**config.mk**
```make
export PLATFORM = sky130hd
export DESIGN_NAME = muldiv_seq
export DESIGN_NICKNAME = d
export VERILOG_FILES = /design/src/rtl/muldiv_seq.sv
export SDC_FILE = /design/constraint.sdc
export NUM_CORES = 1
export LEC_CHECK = 0
export CORE_MARGIN = 1.5
export CORE_UTILIZATION = 46
export CTS_BUF_LIST = sky130_fd_sc_hd__clkbuf_16
export CTS_CLUSTER_DIAMETER = 150
export DETAILED_ROUTE_END_ITERATION = 8
export GPL_ROUTABILITY_DRIVEN = 0
export PLACE_DENSITY_LB_ADDON = 0.05
export SLEW_MARGIN = 20
export SYNTH_ARGS = -nofsm -noshare
export SYNTH_HDL_FRONTEND = slang
export SYNTH_SLANG_ARGS = --single-unit
```
**constraint.sdc**
```tcl
create_clock -name clk -period 4 [get_ports clk]
set_clock_uncertainty 0.15 [all_clocks]
set_input_delay 0.4 -clock clk [delete_from_list [all_inputs] [get_ports clk]]
set_output_delay 0.4 -clock clk [all_outputs]
set_load 0.01 [all_outputs]
```
**src/rtl/muldiv_seq.sv**
```systemverilog
// muldiv_seq: multi-cycle multiply/divide sequencer for the EX stage.
//
// Performs MULT/MULTU/DIV/DIVU with one iteration per clock and owns the
// HI/LO register pair. busy is high while an operation is in flight, so the
// hazard unit can stall dependent MFHI/MFLO. Start-to-done latency is
// DATA_W+3 cycles.
//
// Ports:
//   clk      in   rising-edge clock
//   rst      in   synchronous, active-high reset
//   start    in   launch request, accepted in IDLE or DONE
//   op       in   00 MULT, 01 MULTU, 10 DIV, 11 DIVU (sampled with start)
//   src1     in   multiplicand / dividend
//   src2     in   multiplier / divisor
//   flush    in   cancels an in-flight operation
//   hi_we    in   MTHI write enable (IDLE/DONE only)
//   lo_we    in   MTLO write enable (IDLE/DONE only)
//   wr_data  in   MTHI/MTLO data
//   busy     out  operation in flight (PREP, CALC, FIX)
//   done     out  one-cycle pulse; HI/LO hold the new result
//   dz       out  divide-by-zero flag, valid with done
//   hi, lo   out  HI/LO registers
//
// Optional build macro: MULDIV_DZ_SHORTCUT_EN. When defined, a divide by
// zero jumps PREP -> FIX and skips CALC (done three cycles after accept).

module muldiv_seq #(
    parameter int DATA_W = 32,
    parameter int CNT_W  = 6
) (
    input  logic              clk,
    input  logic              rst,
    input  logic              start,
    input  logic [1:0]        op,
    input  logic [DATA_W-1:0] src1,
    input  logic [DATA_W-1:0] src2,
    input  logic              flush,
    input  logic              hi_we,
    input  logic              lo_we,
    input  logic [DATA_W-1:0] wr_data,
    output logic              busy,
    output logic              done,
    output logic              dz,
    output logic [DATA_W-1:0] hi,
    output logic [DATA_W-1:0] lo
);

    typedef enum logic [2:0] {
        S_IDLE,
        S_PREP,
        S_CALC,
        S_FIX,
        S_DONE
    } state_t;

    state_t              r_state;
    state_t              w_next;

    logic [1:0]          r_op;
    logic [DATA_W-1:0]   r_a;        // operands captured at accept
    logic [DATA_W-1:0]   r_b;
    logic                r_sign1;
    logic                r_sign2;
    logic [DATA_W-1:0]   r_mag1;     // |src1|: multiplicand for MUL
    logic [DATA_W-1:0]   r_mag2;     // |src2|: divisor for DIV
    logic [2*DATA_W-1:0] r_acc;      // MUL partial product / DIV remainder in [DATA_W:0]
    logic [DATA_W-1:0]   r_q;        // MUL multiplier shifter / DIV dividend-quotient shifter
    logic [CNT_W-1:0]    r_cnt;
    logic                r_dz_op;
    logic [DATA_W-1:0]   r_hi;
    logic [DATA_W-1:0]   r_lo;

    logic                w_accepting;
    logic                w_accept;
    logic                w_is_div;
    logic                w_is_signed;
    logic                w_b_zero;
    logic [DATA_W-1:0]   w_abs_a;
    logic [DATA_W-1:0]   w_abs_b;
    logic [DATA_W:0]     w_msum;
    logic [DATA_W:0]     w_shift;
    logic [DATA_W:0]     w_trial;
    logic                w_borrow;
    logic [2*DATA_W-1:0] w_prod;
    logic [DATA_W-1:0]   w_res_hi;
    logic [DATA_W-1:0]   w_res_lo;

    assign w_accepting = (r_state == S_IDLE) || (r_state == S_DONE);
    // A flush in an accepting state drops a same-cycle start.
    assign w_accept    = w_accepting && start && !flush;
    assign w_is_div    = r_op[1];
    assign w_is_signed = ~r_op[0];
    assign w_b_zero    = (r_b == '0);
    assign w_abs_a     = (w_is_signed && r_a[DATA_W-1]) ? -r_a : r_a;
    assign w_abs_b     = (w_is_signed && r_b[DATA_W-1]) ? -r_b : r_b;

    // Shift-add step: add multiplicand when the current multiplier LSB is set.
    assign w_msum = {1'b0, r_acc[2*DATA_W-1:DATA_W]}
                  + {1'b0, (r_q[0] ? r_mag1 : {DATA_W{1'b0}})};

    // Restoring-divide step: bring in the next dividend bit and trial-subtract.
    assign w_shift               = {r_acc[DATA_W-1:0], r_q[DATA_W-1]};
    assign {w_borrow, w_trial}   = {1'b0, w_shift} - {2'b00, r_mag2};

    assign w_prod = (w_is_signed && (r_sign1 ^ r_sign2)) ? -r_acc : r_acc;

    // NOTE: every output of a combinational block gets a default first so no path infers a latch.
    always_comb begin
        w_res_hi = w_prod[2*DATA_W-1:DATA_W];
        w_res_lo = w_prod[DATA_W-1:0];
        if (w_is_div) begin
            if (r_dz_op) begin
                w_res_hi = r_a;
                w_res_lo = '1;
            end else begin
                w_res_hi = (w_is_signed && r_sign1) ? -r_acc[DATA_W-1:0] : r_acc[DATA_W-1:0];
                w_res_lo = (w_is_signed && (r_sign1 ^ r_sign2)) ? -r_q : r_q;
            end
        end
    end

    always_comb begin
        w_next = r_state;
        case (r_state)
            S_IDLE: if (w_accept) w_next = S_PREP;
            S_PREP: begin
                if (flush) begin
                    w_next = S_IDLE;
                end else begin
`ifdef MULDIV_DZ_SHORTCUT_EN
                    w_next = (w_is_div && w_b_zero) ? S_FIX : S_CALC;
`else
                    w_next = S_CALC;
`endif
                end
            end
            S_CALC: begin
                if (flush)                      w_next = S_IDLE;
                else if (r_cnt == CNT_W'(1))    w_next = S_FIX;
            end
            S_FIX:  w_next = flush ? S_IDLE : S_DONE;
            S_DONE: w_next = w_accept ? S_PREP : S_IDLE;
            default: w_next = S_IDLE;
        endcase
    end

    // NOTE: sequential state uses non-blocking assignments so every register samples pre-edge values.
    always_ff @(posedge clk) begin
        if (rst) r_state <= S_IDLE;
        else     r_state <= w_next;
    end

    always_ff @(posedge clk) begin
        if (rst) begin
            r_op    <= '0;
            r_a     <= '0;
            r_b     <= '0;
            r_sign1 <= 1'b0;
            r_sign2 <= 1'b0;
            r_mag1  <= '0;
            r_mag2  <= '0;
            r_acc   <= '0;
            r_q     <= '0;
            r_cnt   <= '0;
            r_dz_op <= 1'b0;
            r_hi    <= '0;
            r_lo    <= '0;
        end else begin
            if (w_accept) begin
                r_op <= op;
                r_a  <= src1;
                r_b  <= src2;
            end

            case (r_state)
                S_PREP: begin
                    r_sign1 <= w_is_signed & r_a[DATA_W-1];
                    r_sign2 <= w_is_signed & r_b[DATA_W-1];
                    r_mag1  <= w_abs_a;
                    r_mag2  <= w_abs_b;
                    r_acc   <= '0;
                    r_q     <= w_is_div ? w_abs_a : w_abs_b;
                    r_cnt   <= CNT_W'(DATA_W);
                    r_dz_op <= w_is_div & w_b_zero;
                end
                S_CALC: begin
                    r_cnt <= r_cnt - CNT_W'(1);
                    if (w_is_div) begin
                        r_acc[DATA_W:0] <= w_borrow ? w_shift : w_trial;
                        r_q             <= {r_q[DATA_W-2:0], ~w_borrow};
                    end else begin
                        r_acc <= {w_msum, r_acc[DATA_W-1:1]};
                        r_q   <= r_q >> 1;
                    end
                end
                default: ;
            endcase

            // HI/LO: result load at the end of FIX unless flushed; MTHI/MTLO
            // only while not busy.
            if (r_state == S_FIX) begin
                if (!flush) begin
                    r_hi <= w_res_hi;
                    r_lo <= w_res_lo;
                end
            end else if (w_accepting) begin
                if (hi_we) r_hi <= wr_data;
                if (lo_we) r_lo <= wr_data;
            end
        end
    end

    assign busy = (r_state == S_PREP) || (r_state == S_CALC) || (r_state == S_FIX);
    assign done = (r_state == S_DONE);
    assign dz   = (r_state == S_DONE) && r_dz_op;
    assign hi   = r_hi;
    assign lo   = r_lo;

endmodule

```
==> results by group <==
Outcome
  • Outcome: finished clean

Synthesis
  • Seq/Total Area, Yosys: 29.4%
  • Post-Synthesis Cells: 2777
  • Async SR Flop Fraction: 0%
  • Synth Register Bits: 302
  • Yosys warns: 0
  • Number of synthesized flops with an enable pin: 0
  • Count of different cell masters after synthesis: 74
  • Primary FF master, synth: dfxtp_1
  • Synth area leader: dfxtp_1
  • Synth Area per Inst: 7.40 um2
  • Mapped cell area: 20600 um2
  • Net count after synthesis: 2953
  • Ranking of synthesized cells by area: dfxtp_1, a21oi_1, nand2_1, nor2_1, xor2_1
  • Area share of the largest cell type after synthesis: 29.4%

Worst setup path
  • Crit path buffers/inverters: 0
  • Kind of critical path: register to register
  • Critical path's largest stage delay: 0.65 ns
  • Worst setup EP type: register
  • CP Launch Type: register
  • Critical-path top delay cell: or4_1
  • Reg2Reg Depth: 9
  • Crit path required time: 4.32 ns
  • Top delay family on crit path: simple AND/OR/NAND/NOR gates
  • Crit path max fanout: 9
  • Crit-path cells: or4_1 > or4_4 > or3_4 > or4b_4 > or2_1 > o21ai_2 > xnor2_1 > nand2_1 > a211oi_1
  • Reg2reg start: r_acc[17]
  • Arrival time of the worst setup path: 3.96 ns
  • Crit Reg-Reg Endpoint: hi[28]
  • R2R setup slack: 0.36 ns

Global route
  • Initial antenna violation count: 3
  • Wire length of the first global-routing pass: 121000 um
  • Overflow after GRT: 0
  • Largest net degree at the start of global routing: 214
  • Vias in the first global route: 19600
  • Total GRT Usage: 33.9%

Clocking
  • CTS Root Cell: clkbuf_16
  • CTS resizes: 0
  • Clk_lat worst skew: 0.56 ns
  • H-tree levels: 2
  • CTS Buf Count: 37
  • Total setup buffers inserted after CTS: 0
  • Clk pin slew, worst setup/hold paths: 0.07 ns
  • CTS tree: done
  • Clock buffer depth: 3
  • CTS Sinks: 302
  • Post-CTS Hold Fix Bufs: 0

Floorplan
  • Initial Util: 46.6%
  • Die height: 214 um
  • Site Rows: 77
  • Die area: 46000 um2
  • Die W: 214 um
  • Core area: 44100 um2
  • I/O pin cnt: 171

STA
  • Total negative slack: 0 ns
  • Tightest hold margin: 0.176 ns
  • Period utilization: 91.1%
  • Fmax: 0.274 GHz
  • Slew @ Worst Pin: 0.989 ns
  • Final Hold Viols: 0
  • RSZ-0062 raised after global routing: false
  • Final setup violation count: 0
  • Final worst path period need: 3.64 ns
  • Max-slew headroom: 34.1%
  • Final slew viol count: 0

Drt
  • Final wirelength: 80000 um
  • Routed length per instance: 23.1 um
  • Routed Antenna Nets: 0
  • First-pass DRT Iterations: 5
  • Drt drc: 0
  • Vias per cell: 6.20
  • Via Count: 21400
  • Initial DRC Count: 2811

Final layout
  • Final net count: 3017
  • Proportion of layout cells with a drive suffix above 1: 5.38%
  • Most common cell after layout, fill and taps aside: nand2_1
  • Area grow syn2layout: 16.7%
  • Multi-input logic area: 13400 um2
  • FF/Latch Area: 6050 um2
  • Commonest non-fill, non-tap cells in the layout: nand2_1, nor2_1, dfxtp_1
  • Filler cells: 4346

Power and ir drop
  • Worst-case vdd ir drop: 310 uV
  • Pwr Total: 8.70 mW
  • Pwr Density: 363 nW/um2
  • Static Leak: 9.27 nW

Job
  • Max-Cap Viols: 0

Placed design
  • I/O Buffers: 170
  • Final HPWL DP: 60700 um

Hold path
  • WHS Endpoint: r_q[31]
  • Hold Path Origin: rst
  • Worst hold-check path type: input port to register
  • Hold Crit Depth: 2
[cells by family after synthesis]
family | share of synthesized area [%]
adders and majority gates | 4.46
AOI/OAI and AO/OA | 26.9
xor gates and xnor gates | 9.33
and+or+nand+nor | 21.1
buffers and inverters | 5.44
muxes | 3.38
DFF | 29.4
[worst max path at each step]
stage | endpoint | cells past startpoint | startpoint | slack [ns]
2_1_floorplan | hi[28] | 11 | r_acc[16] | 0.58
5_1_grt | r_acc[32] | 12 | r_mag2[3] | 0.07
3_3_place_gp | hi[28] | 9 | r_acc[17] | 0.39
6_report | hi[28] | 9 | r_acc[17] | 0.36
3_5_place_dp | hi[28] | 9 | r_acc[17] | 0.37
4_1_cts | hi[28] | 9 | r_acc[17] | 0.34
[through the flow]
stage	cell area, um2	util [%]	setup slack (ns)	instances
2_1_floorplan	20600	-	0.585	2777
3_3_place_gp	22800	51.7	0.394	3394
3_5_place_dp	22800	51.7	0.365	3394
4_1_cts	24000	54.3	0.345	3456
5_1_grt	24000	54.3	0.0723	3456
6_report	24000	54.3	0.356	3457
[worst reg2reg max path, cell delays in order (launching register included)]
cell      delay (ns)
dfxtp_1         0.41
or4_1           0.65
or4_4           0.57
or3_4           0.39
or4b_4          0.59
or2_1           0.26
o21ai_2         0.13
xnor2_1         0.12
nand2_1         0.07
a211oi_1        0.22
[where the power goes]
part	leakage (nW)	total (mW)	switching (mW)	internal, mW
Clock	0.559	3.30	1.39	1.91
Sequential	2.47	3.36	0.178	3.18
Combinational	6.25	2.04	1.26	0.777
Total	9.27	8.69	2.83	5.87
[state kept, by name, indices dropped and copies added (netlist names)]
signal	cells
hi	32
r_op	2
r_sign1	1
r_b	32
r_mag2	32
r_acc	64
r_cnt	6
r_dz_op	1
r_state	3
r_q	32
lo	32
r_sign2	1
r_a	32
r_mag1	32
[Yosys cell counts (9+ instances only)]
cell,number
nor2b_1,13
o31ai_1,38
a21oi_1,280
mux2i_1,66
buf_1,16
nor2_1,326
clkbuf_1,202
dfxtp_1,302
o211ai_1,33
a211oi_1,94
nand2_1,326
a32oi_1,10
a21o_1,39
nor4_1,30
or3_1,20
nand4_1,18
o21a_1,12
a311oi_1,28
and3_1,16
o22ai_1,12
xnor2_1,91
o21ai_0,150
inv_1,71
o41ai_1,14
a31oi_1,20
nand2b_1,24
o221ai_1,17
ha_1,70
a221oi_1,25
nor3_1,68
xor2_1,128
or4_1,14
nand3_1,42
and2_1,39
a21boi_0,9
[routing by layer]
metal	GRT usage (%)	part of all wire, %	vias to the layer above
met5	0	0	-
met4	15.6	4.8	0
li1	-	-	10100
met2	49.3	41	1177
met3	7.21	11	177
met1	47.6	44	10000
[cell type report]
type	count	area share [%]
clock buffer	38	3.97
sequential	302	25.2
tap	592	3.09
inverter	73	1.14
multi-input combinational	2180	56.0
timing repair buffer	247	9.73
antenna	1	0.0104
clock inverter	24	0.851
Power figures use the tool's default switching activity.
